--- src/rtl/store_narrow_unit_pkg.sv ---
// Shared types and helpers for the narrowing store unit and its lane merge.
// Holds the size encodings, FSM states, latched request payload and overflow check.
package store_narrow_unit_pkg;

    localparam int unsigned ADDR_W = 32;
    localparam int unsigned DATA_W = 32;
    localparam int unsigned SIZE_W = 2;
    localparam int unsigned LANE_W = 2;

    localparam logic [SIZE_W-1:0] SZ_BYTE = 2'b00;
    localparam logic [SIZE_W-1:0] SZ_HALF = 2'b01;
    localparam logic [SIZE_W-1:0] SZ_WORD = 2'b10;
    localparam logic [SIZE_W-1:0] SZ_ILL  = 2'b11;

    typedef enum logic [2:0] {
        IDLE,
        READ,
        WAIT_RD,
        WRITE,
        ERR
    } state_e;

    typedef struct packed {
        logic [DATA_W-1:0] data;
        logic [SIZE_W-1:0] size;
        logic [LANE_W-1:0] lane;
    } req_t;

    // True when the narrowed value sign-extends back to the full register value.
    function automatic logic fits_signed(input logic [DATA_W-1:0] data,
                                         input logic [SIZE_W-1:0] size);
        logic fits;
        fits = 1'b1;
        case (size)
            SZ_BYTE: fits = (&data[31:7])  | ~(|data[31:7]);
            SZ_HALF: fits = (&data[31:15]) | ~(|data[31:15]);
            default: fits = 1'b1;
        endcase
        return fits;
    endfunction

endpackage

--- src/rtl/store_narrow_unit_if.sv ---
// CPU request/response and word-memory signals of the narrowing store unit.
// slave: the store unit itself; master: the MEM stage plus data memory around it.
interface store_narrow_unit_if;
    import store_narrow_unit_pkg::*;

    logic              req_valid;
    logic              req_ready;
    logic [ADDR_W-1:0] req_addr;
    logic [DATA_W-1:0] req_data;
    logic [SIZE_W-1:0] req_size;
    logic              resp_valid;
    logic              resp_err;
    logic              resp_ovf;
    logic [ADDR_W-1:0] mem_addr;
    logic              mem_rd_en;
    logic [DATA_W-1:0] mem_rdata;
    logic              mem_rd_valid;
    logic              mem_wr_en;
    logic [DATA_W-1:0] mem_wdata;

    modport slave (
        input  req_valid, req_addr, req_data, req_size, mem_rdata, mem_rd_valid,
        output req_ready, resp_valid, resp_err, resp_ovf,
               mem_addr, mem_rd_en, mem_wr_en, mem_wdata
    );

    modport master (
        output req_valid, req_addr, req_data, req_size, mem_rdata, mem_rd_valid,
        input  req_ready, resp_valid, resp_err, resp_ovf,
               mem_addr, mem_rd_en, mem_wr_en, mem_wdata
    );

endinterface

--- src/rtl/store_narrow_unit_lane_merge.sv ---
// Little-endian lane insert: replaces the addressed byte/half of a memory word.
// Purely combinational so a load-extract unit can reuse the same lane mapping.
module store_lane_merge
    import store_narrow_unit_pkg::*;
(
    input  logic [DATA_W-1:0] rdata,
    input  logic [DATA_W-1:0] wdata,
    input  logic [LANE_W-1:0] lane,
    input  logic [SIZE_W-1:0] size,
    output logic [DATA_W-1:0] merged_c
);

    always_comb begin
        merged_c = rdata;
        case (size)
            SZ_BYTE: merged_c[{lane, 3'b000} +: 8]     = wdata[7:0];
            SZ_HALF: merged_c[{lane[1], 4'b0000} +: 16] = wdata[15:0];
            SZ_WORD: merged_c = wdata;
            default: merged_c = rdata;
        endcase
    end

endmodule

--- src/rtl/store_narrow_unit.sv ---
// Narrowing store unit: byte/half stores via read-modify-write of a word-only memory,
// word stores written directly; flags misalignment, read timeout and signed overflow.
module store_narrow_unit
    import store_narrow_unit_pkg::*;
#(
    parameter int unsigned RD_TIMEOUT = 16,
    parameter int unsigned CNT_W      = 5
) (
    input  logic               clk,
    input  logic               rst_n,
    store_narrow_unit_if.slave bus
);

    state_e            state_q;
    req_t              req_q;
    logic [CNT_W-1:0]  cnt_q;
    logic [CNT_W-1:0]  cnt_inc_c;
    logic [DATA_W-1:0] merged_c;
    logic              acc_err_c;

    store_lane_merge u_merge (
        .rdata    (bus.mem_rdata),
        .wdata    (req_q.data),
        .lane     (req_q.lane),
        .size     (req_q.size),
        .merged_c (merged_c)
    );

    // Illegal size or a size/address alignment clash rejects the request at acceptance.
    always_comb begin
        acc_err_c = 1'b0;
        case (bus.req_size)
            SZ_BYTE: acc_err_c = 1'b0;
            SZ_HALF: acc_err_c = bus.req_addr[0];
            SZ_WORD: acc_err_c = |bus.req_addr[1:0];
            default: acc_err_c = 1'b1;
        endcase
    end

    assign cnt_inc_c = cnt_q + CNT_W'(1);

    always_ff @(posedge clk) begin
        if (!rst_n) begin
            state_q        <= IDLE;
            req_q          <= '0;
            cnt_q          <= '0;
            bus.req_ready  <= 1'b1;
            bus.resp_valid <= 1'b0;
            bus.resp_err   <= 1'b0;
            bus.resp_ovf   <= 1'b0;
            bus.mem_addr   <= '0;
            bus.mem_rd_en  <= 1'b0;
            bus.mem_wr_en  <= 1'b0;
            bus.mem_wdata  <= '0;
        end else begin
            // Strobes and the response are single-cycle pulses.
            bus.resp_valid <= 1'b0;
            bus.resp_err   <= 1'b0;
            bus.resp_ovf   <= 1'b0;
            bus.mem_rd_en  <= 1'b0;
            bus.mem_wr_en  <= 1'b0;

            case (state_q)
                IDLE: begin
                    if (bus.req_valid) begin
                        req_q         <= '{data: bus.req_data, size: bus.req_size,
                                           lane: bus.req_addr[1:0]};
                        bus.mem_addr  <= {bus.req_addr[ADDR_W-1:2], 2'b00};
                        bus.req_ready <= 1'b0;
                        if (acc_err_c) begin
                            state_q        <= ERR;
                            bus.resp_valid <= 1'b1;
                            bus.resp_err   <= 1'b1;
                        end else if (bus.req_size == SZ_WORD) begin
                            state_q        <= WRITE;
                            bus.mem_wr_en  <= 1'b1;
                            bus.mem_wdata  <= bus.req_data;
                            bus.resp_valid <= 1'b1;
                        end else begin
                            state_q       <= READ;
                            bus.mem_rd_en <= 1'b1;
                        end
                    end
                end

                READ: begin
                    state_q <= WAIT_RD;
                    cnt_q   <= '0;
                end

                // Read data takes priority over a timeout landing in the same cycle.
                WAIT_RD: begin
                    if (bus.mem_rd_valid) begin
                        state_q        <= WRITE;
                        bus.mem_wr_en  <= 1'b1;
                        bus.mem_wdata  <= merged_c;
                        bus.resp_valid <= 1'b1;
                        bus.resp_ovf   <= ~fits_signed(req_q.data, req_q.size);
                    end else begin
                        cnt_q <= cnt_inc_c;
                        if (cnt_inc_c == CNT_W'(RD_TIMEOUT)) begin
                            state_q        <= ERR;
                            bus.resp_valid <= 1'b1;
                            bus.resp_err   <= 1'b1;
                        end
                    end
                end

                WRITE, ERR: begin
                    state_q       <= IDLE;
                    bus.req_ready <= 1'b1;
                end

                default: begin
                    state_q       <= IDLE;
                    bus.req_ready <= 1'b1;
                end
            endcase
        end
    end

endmodule

--- src/flat_wrapper.sv ---
// flat-port wrapper written by rule: the top's interface ports become plain ports
module store_narrow_unit_flat import store_narrow_unit_pkg::*;
#(
    parameter int unsigned RD_TIMEOUT = 16,
    parameter int unsigned CNT_W      = 5
)
  (clk, rst_n, bus_req_valid, bus_req_addr, bus_req_data, bus_req_size, bus_mem_rdata, bus_mem_rd_valid, bus_req_ready, bus_resp_valid, bus_resp_err, bus_resp_ovf, bus_mem_addr, bus_mem_rd_en, bus_mem_wr_en, bus_mem_wdata);
  store_narrow_unit_if bus_i ();
  input  logic clk;
  input  logic rst_n;
  input wire logic [$bits(bus_i.req_valid)-1:0] bus_req_valid;
  input wire logic [$bits(bus_i.req_addr)-1:0] bus_req_addr;
  input wire logic [$bits(bus_i.req_data)-1:0] bus_req_data;
  input wire logic [$bits(bus_i.req_size)-1:0] bus_req_size;
  input wire logic [$bits(bus_i.mem_rdata)-1:0] bus_mem_rdata;
  input wire logic [$bits(bus_i.mem_rd_valid)-1:0] bus_mem_rd_valid;
  output wire logic [$bits(bus_i.req_ready)-1:0] bus_req_ready;
  output wire logic [$bits(bus_i.resp_valid)-1:0] bus_resp_valid;
  output wire logic [$bits(bus_i.resp_err)-1:0] bus_resp_err;
  output wire logic [$bits(bus_i.resp_ovf)-1:0] bus_resp_ovf;
  output wire logic [$bits(bus_i.mem_addr)-1:0] bus_mem_addr;
  output wire logic [$bits(bus_i.mem_rd_en)-1:0] bus_mem_rd_en;
  output wire logic [$bits(bus_i.mem_wr_en)-1:0] bus_mem_wr_en;
  output wire logic [$bits(bus_i.mem_wdata)-1:0] bus_mem_wdata;
  assign bus_i.req_valid = bus_req_valid;
  assign bus_i.req_addr = bus_req_addr;
  assign bus_i.req_data = bus_req_data;
  assign bus_i.req_size = bus_req_size;
  assign bus_i.mem_rdata = bus_mem_rdata;
  assign bus_i.mem_rd_valid = bus_mem_rd_valid;
  assign bus_req_ready = bus_i.req_ready;
  assign bus_resp_valid = bus_i.resp_valid;
  assign bus_resp_err = bus_i.resp_err;
  assign bus_resp_ovf = bus_i.resp_ovf;
  assign bus_mem_addr = bus_i.mem_addr;
  assign bus_mem_rd_en = bus_i.mem_rd_en;
  assign bus_mem_wr_en = bus_i.mem_wr_en;
  assign bus_mem_wdata = bus_i.mem_wdata;
  store_narrow_unit #(.RD_TIMEOUT(RD_TIMEOUT), .CNT_W(CNT_W)) u_core (.clk(clk), .rst_n(rst_n), .bus(bus_i));
endmodule
--- config.mk ---
export PLATFORM = sky130hd
export DESIGN_NAME = store_narrow_unit_flat
export DESIGN_NICKNAME = d
export VERILOG_FILES = /design/src/rtl/store_narrow_unit_pkg.sv /design/src/rtl/store_narrow_unit_if.sv /design/src/rtl/store_narrow_unit_lane_merge.sv /design/src/rtl/store_narrow_unit.sv /design/src/flat_wrapper.sv
export SDC_FILE = /design/constraint.sdc
export NUM_CORES = 1
export LEC_CHECK = 0
export ABC_AREA = 1
export ABC_CLOCK_PERIOD_IN_PS = 2000
export CORE_MARGIN = 5
export CORE_UTILIZATION = 49
export CTS_BUF_LIST = sky130_fd_sc_hd__clkbuf_4 sky130_fd_sc_hd__clkbuf_8 sky130_fd_sc_hd__clkbuf_16
export CTS_CLUSTER_DIAMETER = 120
export CTS_CLUSTER_SIZE = 14
export DETAILED_ROUTE_END_ITERATION = 8
export PLACE_DENSITY_LB_ADDON = 0.15
export SETUP_SLACK_MARGIN = 0.15
export SYNTH_ARGS = -nofsm -noshare
export SYNTH_HDL_FRONTEND = slang
export SYNTH_SLANG_ARGS = --single-unit
export TNS_END_PERCENT = 20
--- constraint.sdc ---
create_clock -name clk -period 2 [get_ports clk]
set_input_delay 0.2 -clock clk [delete_from_list [all_inputs] [get_ports clk]]
set_output_delay 0.2 -clock clk [all_outputs]
set_load 0.005 [all_outputs]
==> key figures <==
Floorplanning
  – Die ar.: 15370 um2
  – Die width: 124.0 um
  – I/O pins: 172
  – Initial Utilization: 50.22%
  – CORE AREA: 12670 um2
  – Die Y: 124.0 um
  – FP Rows: 41

Timing
  – Worst Clk Skew: 0.006960 ns
  – Period minus WS final: 1.769 ns
  – Worst slew margin: 58.89%
  – Max-slew violations: 0
  – Worst-margin pin slew: 0.6151 ns
  – Highest clock rate: 0.5653 GHz
  – Setup ws final: 0.2312 ns
  – RSZ-0062 raised after global routing: yes
  – Fin Hold WS: 0.2364 ns
  – # setup viols final: 0
  – Crit share post-route: 88.44%
  – Setup_tns: 0 ns
  – Final Hold Viols: 0

Placed design
  – Dpl ws: 0.1858 ns
  – Final HPWL DP: 15.41 mm
  – Port bufs: 169
  – Cells after DPL: 1238
  – Global placer's final weighted congestion: 0.9969

Synth
  – Synth cell types: 41
  – Synth area leader: dfxtp_1
  – Top cells by count, synth: nand2_1, nor2_1, dfxtp_1
  – Syn Area/Cell: 6.894 um2
  – Mapped Area: 6364 um2
  – Primary FF master, synth: dfxtp_1
  – Synth Warn #: 0
  – Top post-synthesis cells by area: dfxtp_1, nand2_1, o21ai_0
  – Post-synth EDFFs: 0
  – Most common cell in the netlist: nand2_1
  – Synth async-reset ratio: 0%
  – Yosys top cell area share: 35.23%
  – Mapped Cells: 923
  – Post-synthesis register bit count: 112
  – Sequential fraction of the synthesis area: 35.23%

Pwr
  – VDD IR-drop max: 478.6 uV
  – Pleak: 3.565 nW
  – Cell Pwr Density: 785.1 nW/um2

Setup path
  – Worst Setup SP: u_core.req_q[2]
  – Critical path class: flop to flop
  – Element type at the critical path end: flop
  – Setup slack, reg-to-reg: 0.23 ns
  – Critical Path RT: 2.25 ns
  – Worst EP arrival: 2.02 ns
  – Crit Reg-Reg Startpoint: u_core.req_q[2]
  – Cells on worst reg2reg path: 9
  – Reg-to-reg endpoint: u_core.bus.mem_wdata[10]
  – Critical Path Start Type: flop
  – Crit path to: u_core.bus.mem_wdata[10]
  – Crit Path Max Fanout: 20

GRT
  – Largest net degree at the start of global routing: 60
  – First-pass GRT wire length: 33.02 mm
  – Initial antenna violation count: 0
  – Vias in the first global route: 6408
  – GRT Util Overall: 27.50%
  – Total gr overflow: 0

Cells and area
  – Share of cells above drive strength 1: 11.74%
  – Layout Cells excl Fill: 1254
  – Final core occ: 67.13%
  – Area Overhead vs Synth: 33.66%
  – Nets: 1185
  – Diode count: 0

CTS
  – Post-cts sizing count: 0
  – CTS Buf Count: 9
  – Root Driver: clkbuf_16
  – Post-CTS setup repair buffer count: 0
  – CTS sink count: 112
  – Worst skew pair latency: 0.36 ns
  – TritonCTS clock tree: yes
  – Depth of the CTS H-tree: 3
  – Clk slew on worst S/H paths: 0.08 ns
  – Post-CTS Hold Buffers: 0
  – CTS Buffer Depth: 2

Min path
  – Worst hold path depth: 3
  – Hold crit path type: primary input to flop

Job
  – Max-Cap Viols: 0

Detailed routing
  – DR vias/cell: 5.455
  – Metal-1 WL: 9.080 mm
  – Highest metal used: met4
  – Drc violations: 0
  – Met3 WL: 2.008 mm
  – Routed Antenna Nets: 0
  – Drt pass-1 iters: 6
  – Routed len/inst: 16.87 um
  – Final wirelength: 21.16 mm
  – Via Count: 6841
  – Met2 Wirelength: 9.590 mm
  – Initial drt markers: 689

Outcome
  – Status: complete, no violations
## sequential cells by signal (all words and copies together) (netlist names)
register	cells
u_core.req_q	36
u_core.bus.mem_wdata	32
u_core.bus.mem_addr	30
u_core.cnt_q	5
u_core.state_q	3
u_core.bus.mem_rd_en	1
u_core.bus.mem_wr_en	1
u_core.bus.req_ready	1
u_core.bus.resp_err	1
u_core.bus.resp_ovf	1
u_core.bus.resp_valid	1
## worst min-delay path by stage
| stage | end | startpoint |
|---|---|---|
| 6_report | u_core.cnt_q[2] | rst_n |
| 5_1_grt | u_core.cnt_q[2] | rst_n |
| 4_1_cts | u_core.cnt_q[2] | rst_n |
| 3_5_place_dp | u_core.bus.req_ready | u_core.bus.req_ready |
| 3_3_place_gp | u_core.bus.req_ready | u_core.bus.req_ready |
| 2_1_floorplan | u_core.bus.mem_addr[15] | bus_req_addr[15] |
## layout make-up
cell class / count / area [um2]
clock inverter: 5 / 62.56
clock buffer: 11 / 246.5
tap: 172 / 215.2
timing repair buffer: 200 / 1944
inverter: 86 / 325.3
fill: 1146 / 4165
sequential: 112 / 2242
multi-input combinational: 668 / 3470
## metal layers
layer	up-vias	GRT usage [%]
li1	3369	-
met1	3118	36.04
met2	313	44.41
met3	41	6.994
met4	0	8.966
met5	-	0
## critical path, stage by stage, from the launching register on
cell	delay, ns
dfxtp_1	0.38
buf_4	0.26
inv_1	0.11
buf_4	0.16
nand2_1	0.08
nand2_2	0.22
a21oi_1	0.23
nand2_1	0.08
nand2_1	0.08
a21oi_2	0.05
## per-stage QoR
step	power [mW]	instance area [um2]
global route	7.039	8506
detailed placement	4.740	8157
floorplan	3.872	6370
CTS	6.656	8466
global placement	4.723	8157
finish	6.678	8506
## placed cells by master, fill, tap and decap left out, drive strengths merged, types with 3 or more instances in the layout
cell type	netlist	final
o22ai	7	7
clkdlybuf4s50	0	168
o21ai	152	152
nor2	137	137
ha	6	6
nand3	22	22
nand2	173	173
a21oi	106	106
a22oi	30	30
buf	42	32
nor3	5	5
dfxtp	112	112
nand4	19	19
clkbuf	16	11
inv	85	87
or2	3	3
## cell families (layout without fill, tap and decap cells)
group           Yosys count  in the layout  share of synthesized area (%)
flops                   112            112                          35.23
buf+inv                 144            302                          10.93
simple gates            360            360                          24.20
fa+ha+maj                 6              6                          1.180
other cells               1              2                        0.05893
compound gates          298            298                          28.12
xor+xnor                  2              2                         0.2753
## where the power goes
part	internal, mW	switching (mW)
combinational	0.890	1.17
clock	1.03	0.899
sequential	2.49	0.199
total	4.41	2.27
No activity file was read; power rests on OpenSTA's default activity.
